[config.mk]
export PLATFORM = sky130hd
export DESIGN_NAME = activation_scheduler
export DESIGN_NICKNAME = d
export VERILOG_FILES = /design/src/rtl/act_sched_pkg.sv /design/src/rtl/act_rr_arbiter.sv /design/src/rtl/activation_scheduler.sv
export SDC_FILE = /design/constraint.sdc
export NUM_CORES = 1
export LEC_CHECK = 0
export CAP_MARGIN = 15
export CORE_UTILIZATION = 40
export DETAILED_ROUTE_END_ITERATION = 8
export PLACE_DENSITY = 0.81
export RECOVER_POWER = 25
export SYNTH_ARGS = -nofsm -noshare
export SYNTH_HDL_FRONTEND = slang
export SYNTH_SLANG_ARGS = --single-unit
[constraint.sdc]
create_clock -name clk -period 6.72 [get_ports clk]
set_input_delay 1.344 -clock clk [delete_from_list [all_inputs] [get_ports clk]]
set_output_delay 1.344 -clock clk [all_outputs]
set_load 0.02 [all_outputs]
[src/rtl/act_sched_pkg.sv]
// rtl/act_sched_pkg.sv - shared types and codes for the activation scheduler
package act_sched_pkg;

    // Datapath function selects, passed through to the activation stage unchanged.
    localparam logic [1:0] FUNC_RELU    = 2'd0;
    localparam logic [1:0] FUNC_SIGMOID = 2'd1;
    localparam logic [1:0] FUNC_TANH    = 2'd2;
    localparam logic [1:0] FUNC_SOFTMAX = 2'd3;

    // Response error codes.
    localparam logic [1:0] ERR_OK      = 2'd0;
    localparam logic [1:0] ERR_SIZE    = 2'd1;
    localparam logic [1:0] ERR_TIMEOUT = 2'd2;

    typedef enum logic [1:0] {
        IDLE  = 2'd0,
        ISSUE = 2'd1,
        WAIT  = 2'd2,
        RESP  = 2'd3
    } state_e;

    // A job is legal when it has at least one element and fits the datapath.
    // The comparison is unsigned 32-bit.
    function automatic logic size_ok(input logic [31:0] size, input logic [31:0] max_elems);
        return (size != 32'd0) && (size <= max_elems);
    endfunction

endpackage

[src/rtl/act_rr_arbiter.sv]
// rtl/act_rr_arbiter.sv - combinational round-robin grant among pending requesters
//  req_i        : pending request vector
//  last_grant_i : id granted last; search starts one above it and wraps
//  grant_o      : one-hot grant (all zero when nothing pending)
//  grant_id_o   : encoded id of the grant
//  grant_any_o  : a grant was made
module act_rr_arbiter #(
    parameter int NUM_REQ = 4,
    parameter int ID_W    = 2
) (
    input  logic [NUM_REQ-1:0] req_i,
    input  logic [ID_W-1:0]    last_grant_i,
    output logic [NUM_REQ-1:0] grant_o,
    output logic [ID_W-1:0]    grant_id_o,
    output logic               grant_any_o
);

    always_comb begin
        int idx;
        idx         = 0;
        grant_o     = '0;
        grant_id_o  = '0;
        grant_any_o = 1'b0;
        // Offsets 1..NUM_REQ visit every requester once, last_grant itself last.
        for (int off = 1; off <= NUM_REQ; off++) begin
            idx = int'(last_grant_i) + off;
            if (idx >= NUM_REQ) begin
                idx = idx - NUM_REQ;
            end
            if (!grant_any_o && req_i[idx]) begin
                grant_o[idx] = 1'b1;
                grant_id_o   = ID_W'(idx);
                grant_any_o  = 1'b1;
            end
        end
    end

endmodule

[src/rtl/activation_scheduler.sv]
// rtl/activation_scheduler.sv - shares one activation datapath among NUM_REQ requesters
//  clk, rst                  : clock, synchronous active-high reset
//  req_valid/req_ready       : per-requester job handshake (req_ready one-hot, IDLE only)
//  req_func/req_size         : packed per-requester func select (2b) and element count (32b)
//  act_func_sel/act_matrix_size/act_valid_in/act_valid_out : datapath programming and handshake
//  rsp_valid/rsp_ready/rsp_id/rsp_err : completion response, held until accepted
//  busy                      : high whenever a job is in flight
module activation_scheduler
    import act_sched_pkg::*;
#(
    parameter int NUM_REQ   = 4,
    parameter int ID_W      = 2,
    parameter int MAX_ELEMS = 196,
    parameter int TIMEOUT   = 15
) (
    input  logic                  clk,
    input  logic                  rst,
    input  logic [NUM_REQ-1:0]    req_valid,
    output logic [NUM_REQ-1:0]    req_ready,
    input  logic [2*NUM_REQ-1:0]  req_func,
    input  logic [32*NUM_REQ-1:0] req_size,
    output logic [1:0]            act_func_sel,
    output logic [31:0]           act_matrix_size,
    output logic                  act_valid_in,
    input  logic                  act_valid_out,
    output logic                  rsp_valid,
    output logic [ID_W-1:0]       rsp_id,
    output logic [1:0]            rsp_err,
    input  logic                  rsp_ready,
    output logic                  busy
);

    state_e            state_q;
    logic [ID_W-1:0]   last_grant_q;
    logic [ID_W-1:0]   id_q;
    logic [7:0]        cnt_q;
    logic [1:0]        act_func_sel_q;
    logic [31:0]       act_matrix_size_q;
    logic              act_valid_in_q;
    logic              rsp_valid_q;
    logic [1:0]        rsp_err_q;

    logic [NUM_REQ-1:0] gnt;
    logic [ID_W-1:0]    gnt_id;
    logic               gnt_any;
    logic [1:0]         gnt_func;
    logic [31:0]        gnt_size;

    act_rr_arbiter #(
        .NUM_REQ (NUM_REQ),
        .ID_W    (ID_W)
    ) u_arb (
        .req_i        (req_valid),
        .last_grant_i (last_grant_q),
        .grant_o      (gnt),
        .grant_id_o   (gnt_id),
        .grant_any_o  (gnt_any)
    );

    // One-hot mux of the granted requester's job fields.
    always_comb begin
        gnt_func = '0;
        gnt_size = '0;
        for (int i = 0; i < NUM_REQ; i++) begin
            if (gnt[i]) begin
                gnt_func = req_func[2*i +: 2];
                gnt_size = req_size[32*i +: 32];
            end
        end
    end

    // Grants are only offered in IDLE; reset suppresses them so every output reads 0.
    assign req_ready = (state_q == IDLE && !rst) ? gnt : '0;

    always_ff @(posedge clk) begin
        if (rst) begin
            state_q           <= IDLE;
            last_grant_q      <= ID_W'(NUM_REQ - 1);
            id_q              <= '0;
            cnt_q             <= '0;
            act_func_sel_q    <= '0;
            act_matrix_size_q <= '0;
            act_valid_in_q    <= 1'b0;
            rsp_valid_q       <= 1'b0;
            rsp_err_q         <= ERR_OK;
        end else begin
            case (state_q)
                IDLE: begin
                    if (gnt_any) begin
                        id_q <= gnt_id;
                        if (!size_ok(gnt_size, 32'(MAX_ELEMS))) begin
                            // Rejected jobs never touch the datapath programming.
                            state_q     <= RESP;
                            rsp_valid_q <= 1'b1;
                            rsp_err_q   <= ERR_SIZE;
                        end else begin
                            state_q           <= ISSUE;
                            act_valid_in_q    <= 1'b1;
                            act_func_sel_q    <= gnt_func;
                            act_matrix_size_q <= gnt_size;
                        end
                    end
                end
                ISSUE: begin
                    act_valid_in_q <= 1'b0;
                    cnt_q          <= '0;
                    state_q        <= WAIT;
                end
                WAIT: begin
                    // A result arriving on the timeout cycle still counts as success.
                    if (act_valid_out) begin
                        state_q     <= RESP;
                        rsp_valid_q <= 1'b1;
                        rsp_err_q   <= ERR_OK;
                    end else if (cnt_q == 8'(TIMEOUT - 1)) begin
                        state_q     <= RESP;
                        rsp_valid_q <= 1'b1;
                        rsp_err_q   <= ERR_TIMEOUT;
                    end else begin
                        cnt_q <= cnt_q + 8'd1;
                    end
                end
                RESP: begin
                    if (rsp_ready) begin
                        rsp_valid_q  <= 1'b0;
                        last_grant_q <= id_q;
                        state_q      <= IDLE;
                    end
                end
                default: state_q <= IDLE;
            endcase
        end
    end

    assign act_func_sel    = act_func_sel_q;
    assign act_matrix_size = act_matrix_size_q;
    assign act_valid_in    = act_valid_in_q;
    assign rsp_valid       = rsp_valid_q;
    assign rsp_id          = id_q;
    assign rsp_err         = rsp_err_q;
    assign busy            = (state_q != IDLE);

endmodule

### After elaboration in Yosys (flattened, before gate mapping)

Index checks and enable logic that the tools add are counted.

| word-level totals | value |
|---|---|
| register bits after elaboration | 52 |
| output and inout port bits | 45 |

| cells by class | value |
|---|---|
| $add $sub $neg | 9 |
| $lt $le $gt $ge | 13 |
| equal/unequal tests | 11 |
| multiplexer cells | 68 |
| bitwise operators | 3 |
| reduce and logical (&&, ||, !) cells | 28 |

Operator list:

| kind | count |
|---|---|
| $mux W32 | 8 |
| $ge A32 B1 Y1 const B | 4 |
| $ge A32 B4 Y1 const B | 4 |
| $lt A32 B4 Y1 const B | 4 |
| $sub A32 B4 Y32 const B | 4 |
| $mux W2 | 17 |
| $le A32 B8 Y1 const B | 1 |
| $reduce_bool A32 Y1 | 1 |
| $mux W1 | 23 |
| $mux W4 | 5 |
| $mux W8 | 2 |
| $pmux W8 S2 | 1 |
| $or A4 B4 Y4 | 3 |
| $reduce_and A3 Y1 | 4 |
| $ne A2 B2 Y1 const B | 5 |
| $logic_and A1 B1 Y1 | 9 |
| $add A8 B1 Y8 const B | 1 |
| $bmux W1 S2 | 4 |
| $demux W1 S2 | 4 |
| $eq A8 B4 Y1 const B | 1 |
| $pmux W2 S4 | 1 |
| $reduce_bool A2 Y1 | 4 |
| $add A2 B2 Y3 const B | 2 |
| $reduce_and A5 Y1 | 1 |
| other kinds (14) | 19 |

### Depth between registers and ports, before layout

| logic depth | value |
|---|---|
| depth after elaboration | 25 |
| gate-level depth with buffers | 22 |
| gate-level depth less buffers | 14 |

### Hierarchy

Synthesis repeated with hierarchy kept, for this count alone.

| unflattened totals | value |
|---|---|
| cell total of the unflattened synthesis | 420 |
| area total of the unflattened synthesis | 3545.9 um2 |

By module, submodules not included:

| module | times used | cells each | area an instance (um2) | seq. area each (um2) |
|---|---|---|---|---|
| activation_scheduler | 1 | 340 | 2909.0 | 1041.0 |
| act_rr_arbiter | 1 | 80 | 636.9 | 0.0 |

### Least setup slack after synthesis

OpenSTA, ideal clock, no wires.

| timing | value |
|---|---|
| path type | reg2reg |
| from | register last_grant_q[0] |
| to | register act_matrix_size_q[6], in the netlist act_matrix_size[6] |
| arrival | 4.790 ns |
| required time | 6.592 ns |
| setup slack | 1.802 ns |
| stages on the path, launching flop included | 22 |
| buffers on the path | 7 |
| path through | dfxtp_1 -> buf_6 -> clkbuf_1 -> inv_1 -> ha_1 -> clkbuf_1 -> mux4_2 -> buf_6 -> a221o_1 -> a221oi_2 -> or2_1 -> buf_4 -> nand2_1 -> a221o_1 -> a222oi_1 -> o2111ai_1 -> or4b_4 -> nor4b_4 -> buf_6 -> buf_8 -> mux2i_1 -> nor2_1 |

| between the ends | value |
|---|---|
| cells in the longest elaborated chain, start to end | 23 |
| elaborated cells between the ends (all ways) | 73 |
| classes of those cells | 8 x add/sub; 13 x order compare; 36 x mux; 3 x bitwise; 13 x reduce/logical |

RTL lines:

| item | RTL line | text |
|---|---|---|
| start, declared | activation_scheduler.sv:34 | `logic [ID_W-1:0] last_grant_q;` |
| start signal, assigned | activation_scheduler.sv:78 | `last_grant_q <= ID_W'(NUM_REQ - 1);` |
| start signal, assigned | activation_scheduler.sv:126 | `last_grant_q <= id_q;` |
| branches (longest 23 deep; another with $sub A32 B4 Y32) | -- |  |
| end signal, assigned | activation_scheduler.sv:100 | `act_matrix_size_q <= gnt_size;` |
| end, declared | activation_scheduler.sv:38 | `logic [31:0] act_matrix_size_q;` |

Parallel ways; which one is timed is not known. The select of a mux whose other input is x is not followed.
A chain may end at the register's enable or synchronous reset.

### Worst setup path in the final report

| timing | value |
|---|---|
| from | input req_valid[3] |
| to | register act_matrix_size_q[0], in the netlist act_matrix_size[0] |

| between the ends | value |
|---|---|
| cells in the longest elaborated chain, start to end | 20 |
| elaborated cells between the ends (all ways) | 37 |
| classes of those cells | 1 x order compare; 24 x mux; 3 x bitwise; 9 x reduce/logical |

RTL lines:

| item | RTL line | text |
|---|---|---|
| start, declared | activation_scheduler.sv:18 | `input logic [NUM_REQ-1:0] req_valid,` |
| $bmux W1 S2 | act_rr_arbiter.sv:30 | `if (!grant_any_o && req_i[idx]) begin` |
| $mux W1 (not written as such) (2 in a row) | act_rr_arbiter.sv:30 |  |
| $mux W1 | act_rr_arbiter.sv:30 |  |
| $logic_not A1 Y1 | act_rr_arbiter.sv:30 |  |
| $logic_and A1 B1 Y1 | act_rr_arbiter.sv:30 |  |
| $mux W1 | act_rr_arbiter.sv:30 |  |
| $logic_not A1 Y1 | act_rr_arbiter.sv:30 |  |
| $logic_and A1 B1 Y1 | act_rr_arbiter.sv:30 |  |
| $mux W1 | act_rr_arbiter.sv:30 |  |
| $logic_not A1 Y1 | act_rr_arbiter.sv:30 |  |
| $logic_and A1 B1 Y1 | act_rr_arbiter.sv:30 |  |
| $mux W4 | act_rr_arbiter.sv:30 |  |
| $mux W32 (4 in a row) | activation_scheduler.sv:65 | `if (gnt[i]) begin` |
| $le A32 B8 Y1 / $reduce_bool A32 Y1 (equally long branches) | act_sched_pkg.sv:25 | `return (size != 32'd0) && (size <= max_elems);` |
| $logic_and A1 B1 Y1 | act_sched_pkg.sv:25 |  |
| $reduce_and A3 Y1 (no line) | -- |  |

Several ways; a longest one is shown, not always the timed one. The select of a mux whose other input is x is not followed.

==> flow_summary.json <==
{
  "cts_resized": 0,
  "final.setup.worst_slack_ns": 0.761,
  "start_util_pct": 41.5,
  "yosysSeqAreaShare_pct": 28.8,
  "end_kind": "flip-flop",
  "drt_iter0_markers": 137,
  "crit_chain": "clkdlybuf4s50_1, mux4_2, a31o_2, a221o_1, a22o_1, a221o_1, a222oi_1, o2111ai_1, or4b_4, nor4b_4, buf_4, mux2i_1, nor2_1",
  "drtAntennaViolNets": 0,
  "post_cts_buffers": 0,
  "power_leakage_nw": 2.19,
  "fin_cells": 751,
  "coreArea_sq_mm": 0.00872,
  "place_inst": 742,
  "cts_htree_levels": 2,
  "grt_pass1_vias": 4352,
  "io_pins": 189,
  "synth-async-reset-ratio_pct": 0,
  "die_w_um": 97.1,
  "vias_per_cell": 5.66,
  "die_h_um": 97.1,
  "hpwl_mm": 10.8,
  "synthesis.instances": 460,
  "firstDrtPassIters": 4,
  "powerDensity_mw_per_mm2": 241,
  "cpMaxStageDelayCell": "mux4_2",
  "status": "complete, no violations",
  "r2r_slack_ns": 1.30,
  "crit_path_start_kind": "primary input",
  "rows": 34,
  "wl_mm": 13.6,
  "num_antenna_cells": 0,
  "antenna_found_initial": 0,
  "utilization_pct": 65.1,
  "grtUsageTotal_pct": 28.5,
  "setup_viol": 0,
  "relSlewSlack_pct": 39.4,
  "synth_ff_type": "dfxtp_1",
  "max_freq_ghz": 0.168,
  "ys_types": 63,
  "tightest_slew_ns": 0.909,
  "slew_viol_final": 0,
  "fin_nets": 800,
  "worstPathArrival_ns": 6.11,
  "yosys_warnings": 0,
  "cap_violations": 0,
  "grt_max_degree": 25,
  "ys_ff_latch": 52,
  "syn_area_sq_mm": 0.00362,
  "total_power_mw": 1.37,
  "crit_path_frequent_cell": "a221o_1",
  "clockBufferDepth": 2,
  "die_area_sq_mm": 0.00943,
  "cts.sinks": 52,
  "routabilityCongestion": 0.915,
  "setup_tns_ns": 0,
  "hold_viol_final": 0,
  "vias": 4247,
  "port_buffers": 188,
  "clk_pin_slew_ns": 0.09,
  "grt_overflow": 0,
  "ir_worst_vdd_v": 0.000163,
  "dpl_cell_area_sq_mm": 0.00559,
  "hold_ws_ns": 0.464,
  "cts-root-buf": "clkbuf_8",
  "grt_pass1_wl_mm": 21.8,
  "area_growth_pct": 57.0,
  "avgSynthCellArea_sq_um": 7.86,
  "finClkSkew_ns": 0.0146,
  "path_max_fanout": 24,
  "max_stage_delay_ns": 0.65,
  "cts_inserted_buffers": 5,
  "cts_tree": "yes",
  "crit_type": "in2reg",
  "finalCritPeriodShare_pct": 88.7,
  "critPathTopFamily": "compound AO/OA/AOI/OAI gates",
  "drc_errors": 0,
  "clk_latency_ns": 0.30,
  "period_needed_ns": 5.96,
  "hold_buffers": 0,
  "final_layout_size_suffix_gt1_share_pct": 6.07,
  "crit_required_ns": 6.87,
  "wl_per_cell_um": 18.1,
  "pre_cts_ws_ns": 0.378,
  "stdcell_area_sq_mm": 0.00568,
  "synth_fp_nets": 618,
  "synth_enable_flop_cells": 0,
  "hold_class": "reg2reg",
  "rsz0062_at_grt": "no",
  "cp.buffers_inverters": 2
}
[Yosys cell counts (2+ instances only)]
| master | count | area share, % |
|---|---|---|
| a211oi_2 | 2 | 0.69 |
| a21oi_1 | 31 | 4.3 |
| a221o_1 | 7 | 1.9 |
| a221oi_1 | 9 | 2.2 |
| a22oi_1 | 3 | 0.62 |
| a31o_2 | 2 | 0.48 |
| a31oi_1 | 9 | 1.6 |
| and2_1 | 30 | 5.2 |
| and3_1 | 2 | 0.35 |
| buf_2 | 3 | 0.41 |
| buf_6 | 3 | 0.93 |
| clkbuf_1 | 17 | 1.8 |
| dfxtp_1 | 52 | 29 |
| ha_1 | 14 | 4.8 |
| inv_1 | 10 | 1.0 |
| mux2_2 | 2 | 0.62 |
| mux2i_1 | 12 | 3.3 |
| mux4_2 | 4 | 2.5 |
| nand2_1 | 43 | 4.5 |
| nand2b_1 | 8 | 1.4 |
| nand3_1 | 25 | 3.5 |
| nand4_1 | 3 | 0.52 |
| nor2_1 | 54 | 5.6 |
| nor2b_1 | 7 | 1.2 |
| nor3_1 | 7 | 0.97 |
| nor3b_1 | 2 | 0.41 |
| nor4_1 | 6 | 1.0 |
| o2111ai_1 | 3 | 0.73 |
| o211ai_1 | 7 | 1.5 |
| o21ai_0 | 26 | 3.6 |
| o22ai_1 | 13 | 2.2 |
| o31ai_1 | 4 | 0.83 |
| o41ai_1 | 2 | 0.48 |
| or4_1 | 5 | 1.0 |
| xor2_1 | 5 | 1.2 |
[worst reg2reg max path, cell delays in order (launching register included)]
cell	delay (ns)
dfxtp_1	0.31
buf_4	0.21
inv_1	0.18
ha_1	0.51
mux4_2	0.49
a31o_2	0.26
a221o_1	0.28
a22o_1	0.48
a221o_1	0.47
a222oi_1	0.37
o2111ai_1	0.18
or4b_4	0.53
nor4b_4	0.46
buf_4	0.29
mux2i_1	0.21
nor2_1	0.05
[cell type report]
cell class                 count  area (sq um)
timing repair buffer         201          1980
sequential                    52          1040
clock inverter                 2          13.8
multi-input combinational    372          2400
inverter                      10          37.5
tap                          108           135
fill                         773          3040
clock buffer                   6          72.6
[cells by family after synthesis]
| logic type | after synthesis | synth area share, % |
|---|---|---|
| fa+ha+maj | 14 | 4.84 |
| flops | 52 | 28.8 |
| xor+xnor | 6 | 1.45 |
| simple gates | 201 | 28.6 |
| buf+inv | 36 | 4.88 |
| compound gates | 133 | 25.0 |
| mux | 18 | 6.43 |
[power by group]
part           switching, mW  total [mW]  internal, mW
logic                  0.496       0.853         0.358
clock network         0.0975       0.172        0.0743
registers             0.0156       0.344         0.328
total                  0.609        1.37         0.760
[per-layer routing]
layer / vias to the layer above / wire [um] / global-route usage (%)
met5: - / 0 / 0
met4: 0 / 474 / 11.3
met3: 33 / 1130 / 6.12
met2: 192 / 6610 / 50.0
met1: 1970 / 5420 / 33.8
li1: 2052 / - / -
[final timing paths]
kind                                                       start                               end  cells past startpoint
worst max-delay path                                req_valid[3]   act_matrix_size[0]$_SDFFE_PP0P_                     13
worst min-delay path            act_matrix_size[25]$_SDFFE_PP0P_  act_matrix_size[25]$_SDFFE_PP0P_                      1
worst max register to register      last_grant_q[1]$_SDFFE_PP1P_   act_matrix_size[0]$_SDFFE_PP0P_                     15
worst min register to register  act_matrix_size[25]$_SDFFE_PP0P_  act_matrix_size[25]$_SDFFE_PP0P_                      1
[state kept, by name, indices dropped and copies added (netlist names)]
| name | cells |
|---|---|
| rsp_err | 2 |
| rsp_valid | 1 |
| act_func_sel | 2 |
| rsp_id | 2 |
| cnt_q | 8 |
| act_valid_in | 1 |
| last_grant_q | 2 |
| state_q | 2 |
| act_matrix_size | 32 |
[layout by cell type, fill, tap and decap left out, drive strengths merged, types with 7 or more instances in the layout]
master,n
a221o,7
nor3,7
o21ai,27
and2,31
dlygate4sd3,22
a31oi,9
o22ai,13
nor2b,7
nor2,55
ha,14
o211ai,7
buf,13
a221oi,10
nand3,25
nand2b,8
inv,11
clkdlybuf4s50,166
nand2,43
a21oi,31
mux2i,12
dfxtp,52
(Power assumes the default switching activity.)
